## src/rtl/tvm_buffer_read_seq_if.sv

```systemverilog
// Buffer-read and output-stream signals of the tvm_buffer read sequencer.
// master = sequencer side, slave = buffer/consumer side.
interface tvm_buffer_read_seq_if #(
  parameter int DATA_WIDTH    = 256,
  parameter int RD_ADDR_WIDTH = 3
);
  logic                     buf_read_valid;
  logic [DATA_WIDTH-1:0]    buf_read_data;
  logic                     buf_read_ready;
  logic [RD_ADDR_WIDTH-1:0] buf_read_addr;
  logic                     buf_read_advance;
  logic                     out_valid;
  logic                     out_ready;
  logic [DATA_WIDTH-1:0]    out_data;
  logic                     out_last;

  modport master (
    input  buf_read_valid, buf_read_data, out_ready,
    output buf_read_ready, buf_read_addr, buf_read_advance,
           out_valid, out_data, out_last
  );

  modport slave (
    output buf_read_valid, buf_read_data, out_ready,
    input  buf_read_ready, buf_read_addr, buf_read_advance,
           out_valid, out_data, out_last
  );
endinterface

```

## src/rtl/tvm_buffer_read_seq.sv

```systemverilog
// Read-side sequencer for tvm_buffer: on start, drains nwin windows of
// RD_WINDOW words each onto a valid/ready stream, advancing the buffer
// read pointer after every window.
module tvm_buffer_read_seq #(
  parameter int DATA_WIDTH    = 256,
  parameter int RD_WINDOW     = 8,
  parameter int RD_ADDR_WIDTH = 3,
  parameter int NUM_WIDTH     = 16
) (
  input  logic                 clk,
  input  logic                 rst,
  input  logic                 start,
  input  logic [NUM_WIDTH-1:0] num_windows,
  output logic                 busy,
  output logic                 done,
  tvm_buffer_read_seq_if.master bus
);

  typedef enum logic [2:0] {
    S_IDLE,
    S_WAIT,
    S_FETCH,
    S_HOLD,
    S_ADVANCE,
    S_DONE
  } state_t;

  localparam logic [RD_ADDR_WIDTH-1:0] LAST_IDX = RD_ADDR_WIDTH'(RD_WINDOW - 1);

  state_t                   r_state, w_state_nxt;
  logic [RD_ADDR_WIDTH-1:0] r_idx, w_idx_nxt;
  logic [NUM_WIDTH-1:0]     r_wcnt, w_wcnt_nxt;
  logic [NUM_WIDTH-1:0]     r_nwin, w_nwin_nxt;
  logic                     w_last_idx;
  logic                     w_last_win;
  logic [DATA_WIDTH-1:0]    w_data;

  assign w_last_idx = (r_idx == LAST_IDX);
  // wcnt+1 == nwin, written as wcnt == nwin-1 (nwin is never 0 once latched)
  assign w_last_win = (r_wcnt == r_nwin - NUM_WIDTH'(1));

  // Buffer data is registered inside the buffer and held while read_ready is low
  assign w_data           = bus.buf_read_data;
  assign bus.out_data     = w_data;
  assign bus.buf_read_addr = r_idx;

  // State and counter registers
  always_ff @(posedge clk) begin
    if (rst) begin
      r_state <= S_IDLE;
      r_idx   <= '0;
      r_wcnt  <= '0;
      r_nwin  <= '0;
    end else begin
      r_state <= w_state_nxt;
      r_idx   <= w_idx_nxt;
      r_wcnt  <= w_wcnt_nxt;
      r_nwin  <= w_nwin_nxt;
    end
  end

  // Next-state, counter updates and state-decoded outputs
  always_comb begin
    w_state_nxt          = r_state;
    w_idx_nxt            = r_idx;
    w_wcnt_nxt           = r_wcnt;
    w_nwin_nxt           = r_nwin;
    busy                 = (r_state != S_IDLE);
    done                 = 1'b0;
    bus.buf_read_ready   = 1'b0;
    bus.buf_read_advance = 1'b0;
    bus.out_valid        = 1'b0;
    bus.out_last         = 1'b0;

    case (r_state)
      S_IDLE: begin
        if (start) begin
          if (num_windows != '0) begin
            w_nwin_nxt  = num_windows;
            w_idx_nxt   = '0;
            w_wcnt_nxt  = '0;
            w_state_nxt = S_WAIT;
          end else begin
            w_state_nxt = S_DONE;
          end
        end
      end
      S_WAIT: begin
        if (bus.buf_read_valid) w_state_nxt = S_FETCH;
      end
      S_FETCH: begin
        bus.buf_read_ready = 1'b1;
        w_state_nxt        = S_HOLD;
      end
      S_HOLD: begin
        bus.out_valid = 1'b1;
        bus.out_last  = w_last_idx && w_last_win;
        if (bus.out_ready) begin
          if (w_last_idx) begin
            w_idx_nxt   = '0;
            w_state_nxt = S_ADVANCE;
          end else begin
            w_idx_nxt   = r_idx + RD_ADDR_WIDTH'(1);
            w_state_nxt = S_FETCH;
          end
        end
      end
      S_ADVANCE: begin
        bus.buf_read_advance = 1'b1;
        w_wcnt_nxt           = r_wcnt + NUM_WIDTH'(1);
        w_state_nxt          = w_last_win ? S_DONE : S_WAIT;
      end
      S_DONE: begin
        done        = 1'b1;
        w_state_nxt = S_IDLE;
      end
      default: w_state_nxt = S_IDLE;
    endcase
  end

endmodule

```

## src/flat_wrapper.sv

```systemverilog
// flat-port wrapper written by rule: the top's interface ports become plain ports
module tvm_buffer_read_seq_flat 
#(
  parameter int DATA_WIDTH    = 256,
  parameter int RD_WINDOW     = 8,
  parameter int RD_ADDR_WIDTH = 3,
  parameter int NUM_WIDTH     = 16
)
  (clk, rst, start, num_windows, busy, done, bus_buf_read_valid, bus_buf_read_data, bus_out_ready, bus_buf_read_ready, bus_buf_read_addr, bus_buf_read_advance, bus_out_valid, bus_out_data, bus_out_last);
  tvm_buffer_read_seq_if #(.DATA_WIDTH(DATA_WIDTH), .RD_ADDR_WIDTH(RD_ADDR_WIDTH)) bus_i ();
  input  logic clk;
  input  logic rst;
  input  logic start;
  input  logic [NUM_WIDTH-1:0] num_windows;
  output logic busy;
  output logic done;
  input wire logic [$bits(bus_i.buf_read_valid)-1:0] bus_buf_read_valid;
  input wire logic [$bits(bus_i.buf_read_data)-1:0] bus_buf_read_data;
  input wire logic [$bits(bus_i.out_ready)-1:0] bus_out_ready;
  output wire logic [$bits(bus_i.buf_read_ready)-1:0] bus_buf_read_ready;
  output wire logic [$bits(bus_i.buf_read_addr)-1:0] bus_buf_read_addr;
  output wire logic [$bits(bus_i.buf_read_advance)-1:0] bus_buf_read_advance;
  output wire logic [$bits(bus_i.out_valid)-1:0] bus_out_valid;
  output wire logic [$bits(bus_i.out_data)-1:0] bus_out_data;
  output wire logic [$bits(bus_i.out_last)-1:0] bus_out_last;
  assign bus_i.buf_read_valid = bus_buf_read_valid;
  assign bus_i.buf_read_data = bus_buf_read_data;
  assign bus_i.out_ready = bus_out_ready;
  assign bus_buf_read_ready = bus_i.buf_read_ready;
  assign bus_buf_read_addr = bus_i.buf_read_addr;
  assign bus_buf_read_advance = bus_i.buf_read_advance;
  assign bus_out_valid = bus_i.out_valid;
  assign bus_out_data = bus_i.out_data;
  assign bus_out_last = bus_i.out_last;
  tvm_buffer_read_seq #(.DATA_WIDTH(DATA_WIDTH), .RD_WINDOW(RD_WINDOW), .RD_ADDR_WIDTH(RD_ADDR_WIDTH), .NUM_WIDTH(NUM_WIDTH)) u_core (.clk(clk), .rst(rst), .start(start), .num_windows(num_windows), .busy(busy), .done(done), .bus(bus_i));
endmodule
```

## config.mk

```make
export PLATFORM = sky130hd
export DESIGN_NAME = tvm_buffer_read_seq_flat
export DESIGN_NICKNAME = d
export VERILOG_FILES = /design/src/rtl/tvm_buffer_read_seq_if.sv /design/src/rtl/tvm_buffer_read_seq.sv /design/src/flat_wrapper.sv
export SDC_FILE = /design/constraint.sdc
export NUM_CORES = 1
export LEC_CHECK = 0
export CORE_AREA = 2 2 211 213
export CTS_CLUSTER_DIAMETER = 50
export DETAILED_ROUTE_END_ITERATION = 8
export DIE_AREA = 0 0 213 215
export PLACE_DENSITY = 0.36
export SLEW_MARGIN = 20
export SYNTH_ARGS = -nofsm -noshare
export SYNTH_HDL_FRONTEND = slang
export SYNTH_SLANG_ARGS = --single-unit
```

## constraint.sdc

```tcl
create_clock -name clk -period 5.9 [get_ports clk]
set_input_delay 0.59 -clock clk [delete_from_list [all_inputs] [get_ports clk]]
set_output_delay 0.59 -clock clk [all_outputs]
set_load 0.01 [all_outputs]
```

==> impl_metrics.yaml <==
sta:
  worst_pin_slew_ps: 848
  hold_violations: 0
  relSlewSlack: 0.429
  slew_violations: 0
  fin_crit_ps: 3970
  setup-violations-final: 0
  max_freq_mhz: 252
  clock_skew_ps: 3.33
  period_share: 0.673
  fin_tns_setup_ps: 0
  grt_setup_unrepaired: "no"
  setup_ws_ps: 1930
drt:
  wl_per_cell_um: 12.5
  drt_first_iter_violations: 65
  drt_pre_antenna_iters: 4
  routed_wl_mm: 11.1
  avgViaCountPerCell: 2.52
  drc: 0
  drtAntennaViolNets: 0
  vias: 2234
place:
  dp_hpwl_mm: 8.91
  portBuffers: 29
  finalWeightedCongestion: 0.735
  pre_cts_ws_ps: 2170
pwr:
  p_seq_frac: 0.400
  p_per_area_nw_per_um2: 211
  p_int_mw: 0.509
  p_sw_frac: 0.285
  power_frac_clock: 0.386
  power_frac_comb: 0.213
  leakagePower_nw: 1.06
  power.net_switching_mw: 0.202
  peakVddDrop_v: 0.0000836
critical_path:
  cp.required_ps: 5310
  start_kind: "flop"
  crit_family: "simple AND/OR/NAND/NOR gates"
  crit_slowest_cell: "clkdlybuf4s50_1"
  max_stage_delay_ps: 630
  crit_chain: "inv_1, ha_1, or4b_4, nor2_1, o211ai_1, and3_1, or4_4, nor3_1, clkdlybuf4s50_1"
  crit_path_max_fanout: 5
  timing.rr.start: "u_core.r_nwin[0]$_SDFFE_PP0P_"
  end_kind: "primary output"
  worst-path-buf-inv: 2
  crit_type: "reg -> out"
  crit_start: "u_core.r_nwin[0]$_SDFFE_PP0P_"
  critical_path_arrival_ps: 3380
cells_and_area:
  fin_nets: 575
  fillers: 5088
  syn2layout_area_growth_pct: -18.8
  layout-drive-gt1-share: 0.0610
  mostFrequentLayoutCell: "nor2_1"
  final_cell_mix: "50 x nor2_1, 38 x dfxtp_1, 29 x clkdlybuf4s50_1"
outcome:
  outcome: "complete, no violations"
min_path:
  hp-start: "u_core.bus.buf_read_addr[1]$_SDFFE_PP0P_"
  hold_path_class: "reg -> reg"
clock_network:
  cts-root-buf: "clkbuf_16"
  cts_resized: 0
  clkTransAtPathRegs_ps: 50
  cts-buffers-inserted: 5
  cts_buffer_depth: 2
  cts_hold_buf: 0
  cts_tree: "yes"
  cts-htree-levels: 2
  post_cts_buffers: 0
  clk_latency_ps: 280
  clkSinkCount: 38
logic_synthesis:
  synth-edff-count: 0
  ys_types: 45
  ys_seq_area_frac: 0.183
  syn_avg_cell_area_um2: 7.92
  synth_seq_cells: 38
  synth_cells: 525
  async_flop_share: 0
  mappedNetlistNets: 806
  ys.flop_type: "dfxtp_1"
  ys_warn_count: 0
  netlist_area_um2: 4160
global_routing:
  grt_remaining_overflow: 0
  antenna_found_initial: 1
  grt_pass1_wl_mm: 15.8
  grt_pass1_vias: 2364
  grt_max_degree: 27
  grt.total_usage: 0.0478
die:
  dieArea_um2: 45800
  die_w_um: 213
  start_util: 0.0952
  core_area_um2: 43600
  rows: 77
  die_h_um: 215
  ios: 542
job:
  cap_viol_max_count: 0
-- worst min-delay path: stages, from the launching register on --
cell and delay, ps:
dfxtp_1 360, mux2i_1 80, nor2_1 70
-- stage by stage --
stage	hold slack, ps	cells	area, um2	util	total power, mW
after detailed placement	538	879	3220	0.0738	0.442
after floorplan	485	525	4160	-	0.575
final	543	888	3380	0.0773	0.711
after global placement	530	879	3220	0.0738	0.444
after CTS	554	887	3370	0.0773	0.727
after global routing	580	887	3370	0.0773	0.754
-- registers in the layout, indices dropped and copies added (netlist names) --
register,count
u_core.r_wcnt,16
u_core.r_state,3
u_core.bus.buf_read_addr,3
u_core.r_nwin,16
-- worst paths after layout --
path | end | slack (ps) | cells after the start
worst max-delay path | bus_out_last | 1930 | 9
worst min-delay path | u_core.bus.buf_read_addr[1]$_SDFFE_PP0P_ | 540 | 2
worst max register to register | u_core.r_state[2]$_SDFFE_PP0P_ | 3520 | 8
worst min register to register | u_core.bus.buf_read_addr[1]$_SDFFE_PP0P_ | 540 | 2
-- per-layer routing --
layer  share of wire  global-route usage  vias up  wire (um)
li1                -                   -      985          -
met1            0.35              0.0458      956       3900
met2            0.37              0.0605      176       4160
met3            0.16              0.0314      117       1750
met4            0.12              0.0622        0       1310
met5               0                   0        -          0
-- area by class of cell --
class | instances | area (um2) | share of cell area
Inverter | 9 | 33.8 | 0.0100
Antenna cell | 1 | 2.50 | 0.000741
Sequential cell | 38 | 761 | 0.225
Timing Repair Buffer | 31 | 305 | 0.0904
Tap cell | 592 | 741 | 0.219
Clock buffer | 6 | 139 | 0.0411
Multi-Input combinational cell | 209 | 1380 | 0.409
Clock inverter | 2 | 12.5 | 0.00371
-- power by group through the flow --
stage	sequential, mW	combinational [mW]	clock (mW)
floorplan	0.281	0.294	0
global placement	0.290	0.154	0
detailed placement	0.290	0.152	0
CTS	0.285	0.153	0.290
global route	0.287	0.169	0.298
finish	0.285	0.151	0.275
-- kinds of logic after synthesis --
logic type               count (synthesis)  share of synthesized area
XOR/XNOR                                36                     0.0759
multiplexers                            20                     0.0482
AND/OR/NAND/NOR                        122                      0.154
AO/OA/AOI/OAI                           27                     0.0424
buffers and inverters                  278                      0.485
adder cells (fa/ha/maj)                  4                     0.0120
flip-flops                              38                      0.183
-- cell usage after synthesis, drive strengths merged, types with 3 or more instances --
cell	count	area share
buf	260	0.47
inv	9	0.0081
a21oi	7	0.0084
nor3	14	0.019
nor2	50	0.045
dfxtp	38	0.18
ha	4	0.012
xor2	11	0.023
nand2b	3	0.0045
o21ai	7	0.0084
or3	3	0.0045
mux2i	20	0.048
nor4	8	0.015
nand3	5	0.0060
clkbuf	9	0.0081
and3	6	0.0090
nand4	5	0.0075
xnor2	25	0.053
nand2	16	0.014
Power figures use the tool's default switching activity.
